<file path="src/rtl/ltc2333_pkg.sv">
// ltc2333_pkg
// Shared types and default timing for the LTC2333 drive block.
//   state_t     : drive state machine states
//   ctrl_word_t : 8-bit SDI control word (valid, chan, span, pad), sent MSB first
//   DEF_*       : default timing parameters in clk cycles
//   max3        : helper used to size the shared phase counter
package ltc2333_pkg;

  typedef enum logic [2:0] {
    IDLE,
    CNV,
    CONV,
    SCK_LO,
    SCK_HI,
    GAP
  } state_t;

  typedef struct packed {
    logic       valid;
    logic [2:0] chan;
    logic [2:0] span;
    logic       pad;
  } ctrl_word_t;

  localparam int DEF_CNV_HIGH  = 4;
  localparam int DEF_CONV_WAIT = 60;
  localparam int DEF_SCK_HALF  = 2;
  localparam int DEF_N_SCK     = 12;

  function automatic int max3(input int a, input int b, input int c);
    int m;
    m = (a > b) ? a : b;
    return (m > c) ? m : c;
  endfunction

endpackage

</file>
<file path="src/rtl/ltc2333_drive_if.sv">
// ltc2333_drive_if
// ADC pin bundle driven by ltc2333_drive.
//   cnv  : conversion start pin
//   scki : serial clock to the ADC (echoed back as SCKO to the read side)
//   sdi  : control-word data to the ADC
// Modports: master (the drive block), slave (the ADC / observers).
interface ltc2333_drive_if;
  logic cnv;
  logic scki;
  logic sdi;

  modport master (output cnv, output scki, output sdi);
  modport slave  (input  cnv, input  scki, input  sdi);
endinterface

</file>
<file path="src/rtl/ltc2333_period_timer.sv">
// ltc2333_period_timer
// Free-run tick generator: o_tick pulses every max(i_period, 2) cycles while
// i_free_run is high. The counter sits at 0 while i_free_run is low, so a
// rising edge of i_free_run always starts a full period.
//   clk, reset  : clock, asynchronous active-high reset
//   i_free_run  : enables the timer
//   i_period    : period in clk cycles (values below 2 act as 2)
//   o_tick      : one-cycle tick
module ltc2333_period_timer (
  input  logic        clk,
  input  logic        reset,
  input  logic        i_free_run,
  input  logic [15:0] i_period,
  output logic        o_tick
);

  logic [15:0] r_cnt;
  logic [15:0] w_period_eff;

  assign w_period_eff = (i_period < 16'd2) ? 16'd2 : i_period;
  // >= rather than == so a period shortened mid-count still wraps promptly
  assign o_tick = i_free_run && (r_cnt >= (w_period_eff - 16'd1));

  always_ff @(posedge clk or posedge reset) begin
    if (reset) begin
      r_cnt <= '0;
    end else if (!i_free_run || o_tick) begin
      r_cnt <= '0;
    end else begin
      r_cnt <= r_cnt + 16'd1;
    end
  end

endmodule

</file>
<file path="src/rtl/ltc2333_drive.sv">
// ltc2333_drive
// Conversion sequencer for the LTC2333: pulses CNV, waits out the conversion,
// then clocks N_SCK SCKI periods while shifting a per-slot control word onto
// SDI. Slots cycle through seq_cfg over seq_len entries.
//   clk, reset     : clock, asynchronous active-high reset
//   enable         : permits new requests (never aborts a running conversion)
//   start          : single-cycle conversion request
//   free_run       : requests from the internal period timer
//   period         : free-run period in cycles
//   seq_cfg        : eight control words, slot k at [8k+7:8k]
//   seq_len        : active slot count, clamped to 1..8
//   adc            : cnv / scki / sdi pins (master modport)
//   busy, done     : not-idle flag, end-of-conversion pulse
//   slot           : slot of the current / most recent conversion
//   overrun_cnt    : saturating count of dropped requests
module ltc2333_drive
  import ltc2333_pkg::*;
#(
  parameter int CNV_HIGH  = DEF_CNV_HIGH,
  parameter int CONV_WAIT = DEF_CONV_WAIT,
  parameter int SCK_HALF  = DEF_SCK_HALF,
  parameter int N_SCK     = DEF_N_SCK
) (
  input  logic                   clk,
  input  logic                   reset,
  input  logic                   enable,
  input  logic                   start,
  input  logic                   free_run,
  input  logic [15:0]            period,
  input  logic [63:0]            seq_cfg,
  input  logic [3:0]             seq_len,
  ltc2333_drive_if.master        adc,
  output logic                   busy,
  output logic                   done,
  output logic [2:0]             slot,
  output logic [15:0]            overrun_cnt
);

  // One phase counter serves every timed state, so it is sized for the longest
  localparam int PH_W  = $clog2(max3(CNV_HIGH, CONV_WAIT, SCK_HALF) + 1);
  localparam int PER_W = $clog2(N_SCK + 1);
  localparam logic [PH_W-1:0]  CNV_LAST  = PH_W'(CNV_HIGH - 1);
  localparam logic [PH_W-1:0]  CONV_LAST = PH_W'(CONV_WAIT - 1);
  localparam logic [PH_W-1:0]  HALF_LAST = PH_W'(SCK_HALF - 1);
  localparam logic [PER_W-1:0] PER_LAST  = PER_W'(N_SCK - 1);

  state_t           r_state, w_state_next;
  logic [PH_W-1:0]  r_ph, w_ph_next;
  logic [PER_W-1:0] r_per, w_per_next;
  logic             w_enter_lo;
  logic             w_tick, w_req, w_accept, w_drop;
  logic [3:0]       w_len_eff;
  logic [2:0]       w_slot_start;
  logic [7:0]       w_word_bits;
  logic             w_sdi_bit;

  ctrl_word_t  r_word;
  logic [3:0]  r_len;
  logic [2:0]  r_slot;
  logic [15:0] r_overrun;
  logic        r_cnv, r_scki, r_sdi, r_busy, r_done;

  ltc2333_period_timer u_timer (
    .clk        (clk),
    .reset      (reset),
    .i_free_run (free_run),
    .i_period   (period),
    .o_tick     (w_tick)
  );

  // start and a timer tick in the same cycle merge into one request
  assign w_req    = enable && (start || w_tick);
  assign w_accept = w_req && (r_state == IDLE);
  // GAP is not IDLE, so a request on the done cycle is dropped here too
  assign w_drop   = w_req && (r_state != IDLE);

  assign w_len_eff    = (seq_len == 4'd0) ? 4'd1 : ((seq_len > 4'd8) ? 4'd8 : seq_len);
  assign w_slot_start = ({1'b0, r_slot} >= w_len_eff) ? 3'd0 : r_slot;

  assign w_word_bits = r_word;
  assign w_sdi_bit   = (int'(w_per_next) < 8) ? w_word_bits[3'(7 - int'(w_per_next))] : 1'b0;

  always_comb begin
    w_state_next = r_state;
    w_ph_next    = r_ph + 1'b1;
    w_per_next   = r_per;
    w_enter_lo   = 1'b0;
    case (r_state)
      IDLE: begin
        w_ph_next  = '0;
        w_per_next = '0;
        if (w_accept) w_state_next = CNV;
      end
      CNV: begin
        if (r_ph == CNV_LAST) begin
          w_state_next = CONV;
          w_ph_next    = '0;
        end
      end
      CONV: begin
        if (r_ph == CONV_LAST) begin
          w_state_next = SCK_LO;
          w_ph_next    = '0;
          w_enter_lo   = 1'b1;
        end
      end
      SCK_LO: begin
        if (r_ph == HALF_LAST) begin
          w_state_next = SCK_HI;
          w_ph_next    = '0;
        end
      end
      SCK_HI: begin
        if (r_ph == HALF_LAST) begin
          w_ph_next = '0;
          if (r_per == PER_LAST) begin
            w_state_next = GAP;
          end else begin
            w_state_next = SCK_LO;
            w_per_next   = r_per + 1'b1;
            w_enter_lo   = 1'b1;
          end
        end
      end
      GAP: begin
        w_state_next = IDLE;
        w_ph_next    = '0;
      end
      default: begin
        w_state_next = IDLE;
        w_ph_next    = '0;
      end
    endcase
  end

  always_ff @(posedge clk or posedge reset) begin
    if (reset) begin
      r_state <= IDLE;
      r_ph    <= '0;
      r_per   <= '0;
    end else begin
      r_state <= w_state_next;
      r_ph    <= w_ph_next;
      r_per   <= w_per_next;
    end
  end

  // Pin registers are decoded from the next state so each pin changes on the
  // same edge as the state it belongs to.
  always_ff @(posedge clk or posedge reset) begin
    if (reset) begin
      r_cnv  <= 1'b0;
      r_scki <= 1'b0;
      r_sdi  <= 1'b0;
      r_busy <= 1'b0;
      r_done <= 1'b0;
    end else begin
      r_cnv  <= (w_state_next == CNV);
      r_scki <= (w_state_next == SCK_HI);
      r_busy <= (w_state_next != IDLE);
      r_done <= (w_state_next == GAP);
      if (w_enter_lo) r_sdi <= w_sdi_bit;
    end
  end

  always_ff @(posedge clk or posedge reset) begin
    if (reset) begin
      r_word    <= '0;
      r_len     <= 4'd1;
      r_slot    <= 3'd0;
      r_overrun <= 16'd0;
    end else begin
      if (w_accept) begin
        r_len  <= w_len_eff;
        r_slot <= w_slot_start;
        r_word <= ctrl_word_t'(seq_cfg[{w_slot_start, 3'b000} +: 8]);
      end else if (r_state == GAP) begin
        r_slot <= ({1'b0, r_slot} >= (r_len - 4'd1)) ? 3'd0 : (r_slot + 3'd1);
      end
      if (w_drop && (r_overrun != 16'hFFFF)) r_overrun <= r_overrun + 16'd1;
    end
  end

  assign adc.cnv     = r_cnv;
  assign adc.scki    = r_scki;
  assign adc.sdi     = r_sdi;
  assign busy        = r_busy;
  assign done        = r_done;
  assign slot        = r_slot;
  assign overrun_cnt = r_overrun;

endmodule

</file>
<file path="src/flat_wrapper.sv">
// flat-port wrapper written by rule: the top's interface ports become plain ports
module ltc2333_drive_flat import ltc2333_pkg::*;
#(
  parameter int CNV_HIGH  = DEF_CNV_HIGH,
  parameter int CONV_WAIT = DEF_CONV_WAIT,
  parameter int SCK_HALF  = DEF_SCK_HALF,
  parameter int N_SCK     = DEF_N_SCK
)
  (clk, reset, enable, start, free_run, period, seq_cfg, seq_len, busy, done, slot, overrun_cnt, adc_cnv, adc_scki, adc_sdi);
  ltc2333_drive_if adc_i ();
  input  logic clk;
  input  logic reset;
  input  logic enable;
  input  logic start;
  input  logic free_run;
  input  logic [15:0] period;
  input  logic [63:0] seq_cfg;
  input  logic [3:0] seq_len;
  output logic busy;
  output logic done;
  output logic [2:0] slot;
  output logic [15:0] overrun_cnt;
  output wire logic [$bits(adc_i.cnv)-1:0] adc_cnv;
  output wire logic [$bits(adc_i.scki)-1:0] adc_scki;
  output wire logic [$bits(adc_i.sdi)-1:0] adc_sdi;
  assign adc_cnv = adc_i.cnv;
  assign adc_scki = adc_i.scki;
  assign adc_sdi = adc_i.sdi;
  ltc2333_drive #(.CNV_HIGH(CNV_HIGH), .CONV_WAIT(CONV_WAIT), .SCK_HALF(SCK_HALF), .N_SCK(N_SCK)) u_core (.clk(clk), .reset(reset), .enable(enable), .start(start), .free_run(free_run), .period(period), .seq_cfg(seq_cfg), .seq_len(seq_len), .adc(adc_i), .busy(busy), .done(done), .slot(slot), .overrun_cnt(overrun_cnt));
endmodule
</file>
<file path="config.mk">
export PLATFORM = sky130hd
export DESIGN_NAME = ltc2333_drive_flat
export DESIGN_NICKNAME = d
export VERILOG_FILES = /design/src/rtl/ltc2333_pkg.sv /design/src/rtl/ltc2333_drive_if.sv /design/src/rtl/ltc2333_period_timer.sv /design/src/rtl/ltc2333_drive.sv /design/src/flat_wrapper.sv
export SDC_FILE = /design/constraint.sdc
export NUM_CORES = 1
export LEC_CHECK = 0
export BUFFER_PORTS_ARGS = -buffer_cell sky130_fd_sc_hd__buf_2
export CORE_MARGIN = 2
export CORE_UTILIZATION = 40
export DETAILED_ROUTE_END_ITERATION = 7
export PLACE_DENSITY = 0.72
export SYNTH_ARGS = -nofsm -noshare
export SYNTH_HDL_FRONTEND = slang
export SYNTH_SLANG_ARGS = --single-unit
</file>
<file path="constraint.sdc">
create_clock -name clk -period 3.56 [get_ports clk]
set_input_delay 0.89 -clock clk [delete_from_list [all_inputs] [get_ports clk]]
set_output_delay 0.89 -clock clk [all_outputs]
set_load 0.05 [all_outputs]
</file>
### Yosys cells after proc, flatten, opt, wreduce, memory -nomap -nowiden

Index checks and enable logic that the tools add are counted.

| storage, ports and cells | value |
|---|---|
| bits in registers | 65 |
| input bits | 89 |
| output and inout port bits | 24 |
| logic and storage cells | 89 |

| operators by class | value |
|---|---|
| add/sub/neg operators | 8 |
| $lt $le $gt $ge | 7 |
| equal/unequal tests | 13 |
| shifts and indexed selects | 1 |
| mux-type cells | 30 |
| reductions and logical operators | 14 |

Operators with widths:

| kind | count |
|---|---|
| 64-bit by 7-bit indexed part select with 8-bit output | 1 |
| 16-bit by 1-bit adder with 16-bit output (second input constant) | 2 |
| 16-bit two-way mux | 2 |
| 3-bit two-way mux | 10 |
| 6-bit two-way mux | 3 |
| 6-bit one-hot mux with 3 select lines | 1 |
| 16-bit greater-or-equal comparator | 1 |
| 16-bit by 2-bit less-than comparator with 1-bit output (second input constant) | 1 |
| 4-bit two-way mux | 4 |
| 16-bit != test (second input constant) | 1 |
| 16-bit by 1-bit subtractor with 16-bit output (second input constant) | 1 |
| 3-bit one-hot mux with 5 select lines | 1 |
| 3-bit == test (second input constant) | 4 |
| 3-bit by 4-bit greater-or-equal comparator with 1-bit output | 2 |
| 4-bit one-hot mux with 2 select lines | 1 |
| 6-bit by 1-bit adder with 6-bit output (second input constant) | 1 |
| 3-bit by 1-bit == test with 1-bit output (second input constant) | 2 |
| 3-bit by 2-bit == test with 1-bit output (second input constant) | 2 |
| 6-bit by 1-bit == test with 1-bit output (second input constant) | 1 |
| 6-bit by 2-bit == test with 1-bit output (second input constant) | 1 |
| 6-bit == test (second input constant) | 1 |
| 1-bit two-way mux | 6 |
| 3-bit nonzero test | 2 |
| 1-bit logical AND | 5 |
| 16 further kinds | 17 |

### Depth between registers and ports, before layout

| logic depth | value |
|---|---|
| depth after elaboration | 11 |
| depth in mapped cells | 19 |

### Hierarchy

From an unflattened synthesis, not the netlist that was laid out.

| second synthesis, totals | value |
|---|---|
| cell total of the unflattened synthesis | 524 |
| area, all modules | 4873.4 µm² |

Modules (own cells, without submodules):

| module | instances | cells each | area each (µm²) |
|---|---|---|---|
| ltc2333_drive | 1 | 363 | 3314.4 |
| ltc2333_period_timer | 1 | 161 | 1559.0 |

### Worst setup path after synthesis

Ideal clock, no wire load.

| path | value |
|---|---|
| kind | input port to flip-flop |
| from | input port period[6] |
| to | register u_core.r_word[1] in the netlist's numbering |
| setup time | 138 ps |
| arrival time | 4770 ps |
| data required time | 3422 ps |
| slack | -1348 ps |
| stages | 19 |
| path buffers | 1 |
| path through | or4_4 -> or3_4 -> nor3_2 -> nand2_1 -> nand2_1 -> ha_1 -> nand2_1 -> nor3_1 -> nand2_1 -> nor3_1 -> xnor2_1 -> ha_1 -> nand4_1 -> or3_1 -> o32ai_2 -> o21ai_2 -> buf_2 -> a2111oi_0 -> a21oi_1 |

| on the way | value |
|---|---|
| cells in the longest elaborated chain, start to end | 8 |

RTL lines:

| item | RTL line | RTL |
|---|---|---|
| start, declared | flat_wrapper.sv:16 | `input logic [15:0] period;` |
| 16-bit by 2-bit less-than comparator with 1-bit output | ltc2333_period_timer.sv:20 | `assign w_period_eff = (i_period < 16'd2) ? 16'd2 : i_period;` |
| 16-bit two-way mux * | ltc2333_period_timer.sv:20 |  |
| 16-bit by 1-bit subtractor with 16-bit output * | ltc2333_period_timer.sv:22 | `assign o_tick = i_free_run && (r_cnt >= (w_period_eff - 16'd1));` |
| 16-bit greater-or-equal comparator * | ltc2333_period_timer.sv:22 |  |
| 1-bit logical AND * | ltc2333_period_timer.sv:22 |  |
| 1-bit logical OR * | ltc2333_drive.sv:72 | `assign w_req = enable && (start \|\| w_tick);` |
| 1-bit logical AND * | ltc2333_drive.sv:72 |  |
| 1-bit logical AND * | ltc2333_drive.sv:73 | `assign w_accept = w_req && (r_state == IDLE);` |
| end signal, assigned | ltc2333_drive.sv:176 | `r_word <= ctrl_word_t'(seq_cfg[{w_slot_start, 3'b000} +: 8]);` |
| end, declared | ltc2333_drive.sv:57 | `ctrl_word_t r_word;` |

Every way passes the cells marked *; elsewhere a longest branch is shown, timed or not.
A chain may end at the register's enable or synchronous reset.

### Worst setup path after layout

| path | value |
|---|---|
| from | input port period[6] |
| to | register u_core.r_overrun[1] (netlist: u_core.overrun_cnt[1]) |

| on the way | value |
|---|---|
| cells in the longest elaborated chain, start to end | 9 |

RTL lines:

| item | RTL line | RTL |
|---|---|---|
| 16-bit by 2-bit less-than comparator with 1-bit output | ltc2333_period_timer.sv:20 |  |
| 16-bit two-way mux * | ltc2333_period_timer.sv:20 |  |
| 16-bit by 1-bit subtractor with 16-bit output * | ltc2333_period_timer.sv:22 |  |
| 16-bit greater-or-equal comparator * | ltc2333_period_timer.sv:22 |  |
| 1-bit logical AND * | ltc2333_period_timer.sv:22 |  |
| 1-bit logical OR * | ltc2333_drive.sv:72 |  |
| 1-bit logical AND * | ltc2333_drive.sv:72 |  |
| 1-bit logical AND * | ltc2333_drive.sv:75 | `assign w_drop = w_req && (r_state != IDLE);` |
| 1-bit logical AND * | ltc2333_drive.sv:180 | `if (w_drop && (r_overrun != 16'hFFFF)) r_overrun <= r_overrun + 16'd1;` |
| end signal, assigned | ltc2333_drive.sv:180 |  |
| end, declared | ltc2333_drive.sv:60 | `logic [15:0] r_overrun;` |

Marks and branches as above.

==> flow_summary.toml <==
[status]
status = "complete, but fails checks"
violations = "negative setup slack"

[sta]
fin_worst_skew_ns = 0.003550
layout_min_cycle_time_ns = 4.568
maxSlewViolCount = 0
setup_slack_ns = -1.008
rsz0062_at_grt = "yes"
final_hold_viol_count = 0
setup_violations = 52
worst_pin_slew_ns = 0.9939
fin_hold_ws_ns = 0.4884
fmax_mhz = 218.9
relSlewSlack_pct = 33.65
period_share_pct = 128.3

[logic_synthesis]
synth_warnings = 0
yosysTopAreaCellShare_pct = 35.98
yosysSeqAreaShare_pct = 36.57
synth_cells = 494
synth_seq_cells = 65
synthTopCellsByArea = "dfrtp_1 (36%), ha_1 (8.4%), xnor2_1 (5.1%)"
syn_area_per_cell_sq_um = 9.012
yosys.area.top_type = "dfrtp_1"
synth_ff_type = "dfrtp_1"
synth-edff-count = 0
ys_types = 59
netlist_area_sq_mm = 0.004452
async_flop_share_pct = 100.0
syn-num-nets = 613

[route]
drtPass1Iterations = 4
vias_per_cell = 5.297
antenna_left = 0
drt-total-wl_um = 11750
drtIter0Drc = 216
via_count = 4259
wl_per_cell_um = 14.61
drc = 0

[min_path]
hp-class = "register to register"
hold_start = "u_core.overrun_cnt[5]$_DFFE_PP0P_"
holdPathStages = 1
min_to = "u_core.overrun_cnt[5]$_DFFE_PP0P_"

[worst_setup_path]
r2r-start = "u_core.u_timer.r_cnt[0]$_DFF_PP0_"
reg2reg_depth = 11
r2r-end = "u_core.overrun_cnt[1]$_DFFE_PP0P_"
ff2ff_setup_slack_ns = 0.87
required_ns = 3.79
worstSetupEndpointType = "register"
crit_type = "input pin to register"
worstPathArrival_ns = 4.80
worst-path-max-fanout = 8
startpoint_type = "input pin"

[global_routing]
grt_use_total_pct = 20.22
grt_start_max_net_pins = 50
grt_pass1_wl_um = 19350
grt_pass1_vias = 4384
antenna_found_initial = 0
overflow = 0

[die]
initial_core_util_pct = 41.07
dieHeight_um = 109.5
core-area_sq_mm = 0.01084
ios = 113
die_width_um = 109.5
dieArea_sq_mm = 0.01199
num_rows = 38

[finish]
layout-drive-gt1-share_pct = 38.70
antenna_cells = 0
final_cell_area_sq_mm = 0.006145
syn_to_final_growth_pct = 38.03
nNetsFinal = 778

[place]
place_area_sq_mm = 0.005598
dp_hpwl_um = 8884
io_buffers = 112
finalWeightedCongestion = 0.9207

[cts]
htree_levels = 3
cts_tree = "yes"
clkTransAtPathRegs_ns = 0.07
cts_buffer_depth = 2
numCtsBuffers = 9
clkLatencyLatePin_ns = 0.34
cts-root-buf = "clkbuf_8"
cts.sinks = 65

[power]
vdd_drop_max_uv = 368.4
powerDensity_mw_per_mm2 = 307.1
p_leak_nw = 2.885

[flow_run]
drv_cap = 0
[metrics by stage]
| step | utilization (%) | worst slack (ns) | power [mW] | TNS, ns | cells |
|---|---|---|---|---|---|
| CTS | 55.61 | -0.9453 | 1.884 | -44.46 | 802 |
| floorplan | - | -1.135 | 1.148 | -52.43 | 494 |
| global placement | 51.64 | -1.320 | 1.309 | -59.96 | 776 |
| finish | 56.68 | -1.008 | 1.887 | -46.54 | 804 |
| detailed placement | 51.64 | -1.392 | 1.324 | -62.14 | 776 |
| global route | 56.68 | -1.214 | 1.989 | -57.76 | 804 |
[report_power, final]
group	total, mW	switching [mW]	internal (mW)
registers	0.844	0.0606	0.783
logic	0.518	0.325	0.193
clock network	0.525	0.274	0.251
total	1.89	0.659	1.23
[layout make-up]
type / count / area [sq um]
Clock buffer: 13 / 138.9
Fill cell: 951 / 4696
Multi-Input combinational cell: 389 / 3034
Clock inverter: 3 / 17.52
Sequential cell: 65 / 1628
Timing Repair Buffer: 167 / 1050
Tap cell: 140 / 175.2
Inverter: 27 / 101.3
[critical path: stages]
cell      delay (ns)
buf_6           0.09
or4_4           0.53
or3_4           0.36
nor3_4          0.18
nand2_1         0.07
nand2_1         0.09
ha_2            0.18
nand2_2         0.07
nor3_2          0.17
nand2_1         0.11
nor3_2          0.14
xnor2_1         0.14
ha_1            0.27
a21o_1          0.19
a21oi_2         0.17
o211ai_1        0.24
o21ai_4         0.41
buf_6           0.17
mux2_2          0.32
[timing repair]
item / in CTS / in global routing
cloned: 1 / 0
pin swaps: 13 / 11
setup buffers: 9 / 2
hold endpoints to repair: 0 / 0
resized for setup: 42 / 18
setup endpoints to repair: 52 / 52
hold buffers: 0 / 0
[synth_stat cells (2+ instances only)]
| library cell | number |
|---|---|
| nand2_1 | 50 |
| nor3_2 | 2 |
| buf_2 | 3 |
| a31oi_1 | 4 |
| dfrtp_1 | 64 |
| a21o_1 | 13 |
| nand3b_1 | 4 |
| clkbuf_1 | 7 |
| xor2_1 | 22 |
| o21ai_0 | 17 |
| o21ai_2 | 3 |
| and3_1 | 5 |
| and2_1 | 3 |
| or4_4 | 2 |
| or3_1 | 4 |
| mux2_2 | 10 |
| nand2b_1 | 5 |
| o211ai_1 | 2 |
| o32ai_1 | 2 |
| nand3_1 | 22 |
| o221ai_1 | 8 |
| or2_2 | 4 |
| inv_1 | 26 |
| a21oi_1 | 27 |
| a2111oi_0 | 8 |
| xnor2_1 | 26 |
| nor2_1 | 51 |
| nor3_1 | 14 |
| buf_1 | 2 |
| ha_1 | 30 |
| nand4_1 | 8 |
| or4_1 | 2 |
| or3_4 | 2 |
| mux2i_1 | 16 |
| nor4_1 | 2 |
[cells by family after synthesis]
logic type,count (synthesis),share of synthesized area (%)
AND/OR/NAND/NOR,191,21.47
AO/OA/AOI/OAI,94,14.33
flip-flops,65,36.57
XOR/XNOR,48,9.443
buffers and inverters,40,3.626
adder cells (fa/ha/maj),30,8.432
multiplexers,26,6.127
[sequential cells by signal, indices dropped and copies added, names as in the netlist]
| register | count |
|---|---|
| u_core.adc.cnv | 1 |
| u_core.adc.scki | 1 |
| u_core.adc.sdi | 1 |
| u_core.busy | 1 |
| u_core.done | 1 |
| u_core.overrun_cnt | 16 |
| u_core.r_len | 4 |
| u_core.r_per | 4 |
| u_core.r_ph | 6 |
| u_core.r_state | 3 |
| u_core.r_word | 8 |
| u_core.slot | 3 |
| u_core.u_timer.r_cnt | 16 |
[how the worst max path moves through the flow]
stage | start | endpoint | depth (start not counted)
2_1_floorplan | period[6] | u_core.overrun_cnt[8]$_DFFE_PP0P_ | 19
6_report | period[6] | u_core.overrun_cnt[1]$_DFFE_PP0P_ | 19
4_1_cts | period[6] | u_core.r_word[4]$_DFFE_PP0P_ | 21
3_3_place_gp | period[6] | u_core.overrun_cnt[15]$_DFFE_PP0P_ | 20
3_5_place_dp | period[6] | u_core.overrun_cnt[9]$_DFFE_PP0P_ | 20
5_1_grt | period[6] | u_core.overrun_cnt[1]$_DFFE_PP0P_ | 19
[cell usage in the layout, fill, tap and decap left out, types with 4 or more instances in the layout]
master     instances
mux2i_1           16
nand2b_1           5
buf_2            110
a21o_1            13
o221ai_1           8
xor2_1            22
o21ai_1            5
nor2_1            33
o21ai_0           13
nor2_2            11
buf_6              7
dfrtp_1           64
nor2_4             7
inv_1             25
buf_4             47
clkbuf_1           4
nand2_1           47
a2111oi_4          6
mux2_2            10
nand3_1           20
clkbuf_8           9
ha_1              29
or3_4              5
nor3_1             6
nand4_1            8
nor3_2             7
nand3b_1           4
a21oi_1           26
and3_1             5
xnor2_1           25
[per-layer routing]
layer | global-route usage, % | part of all wire (%) | wire length, um
met3 | 3.972 | 4.9 | 578
met5 | 0 | 0 | 0
met4 | 7.233 | 1.8 | 206
met1 | 23.06 | 42 | 4933
met2 | 37.26 | 51 | 6031
Power figures use the tool's default switching activity.
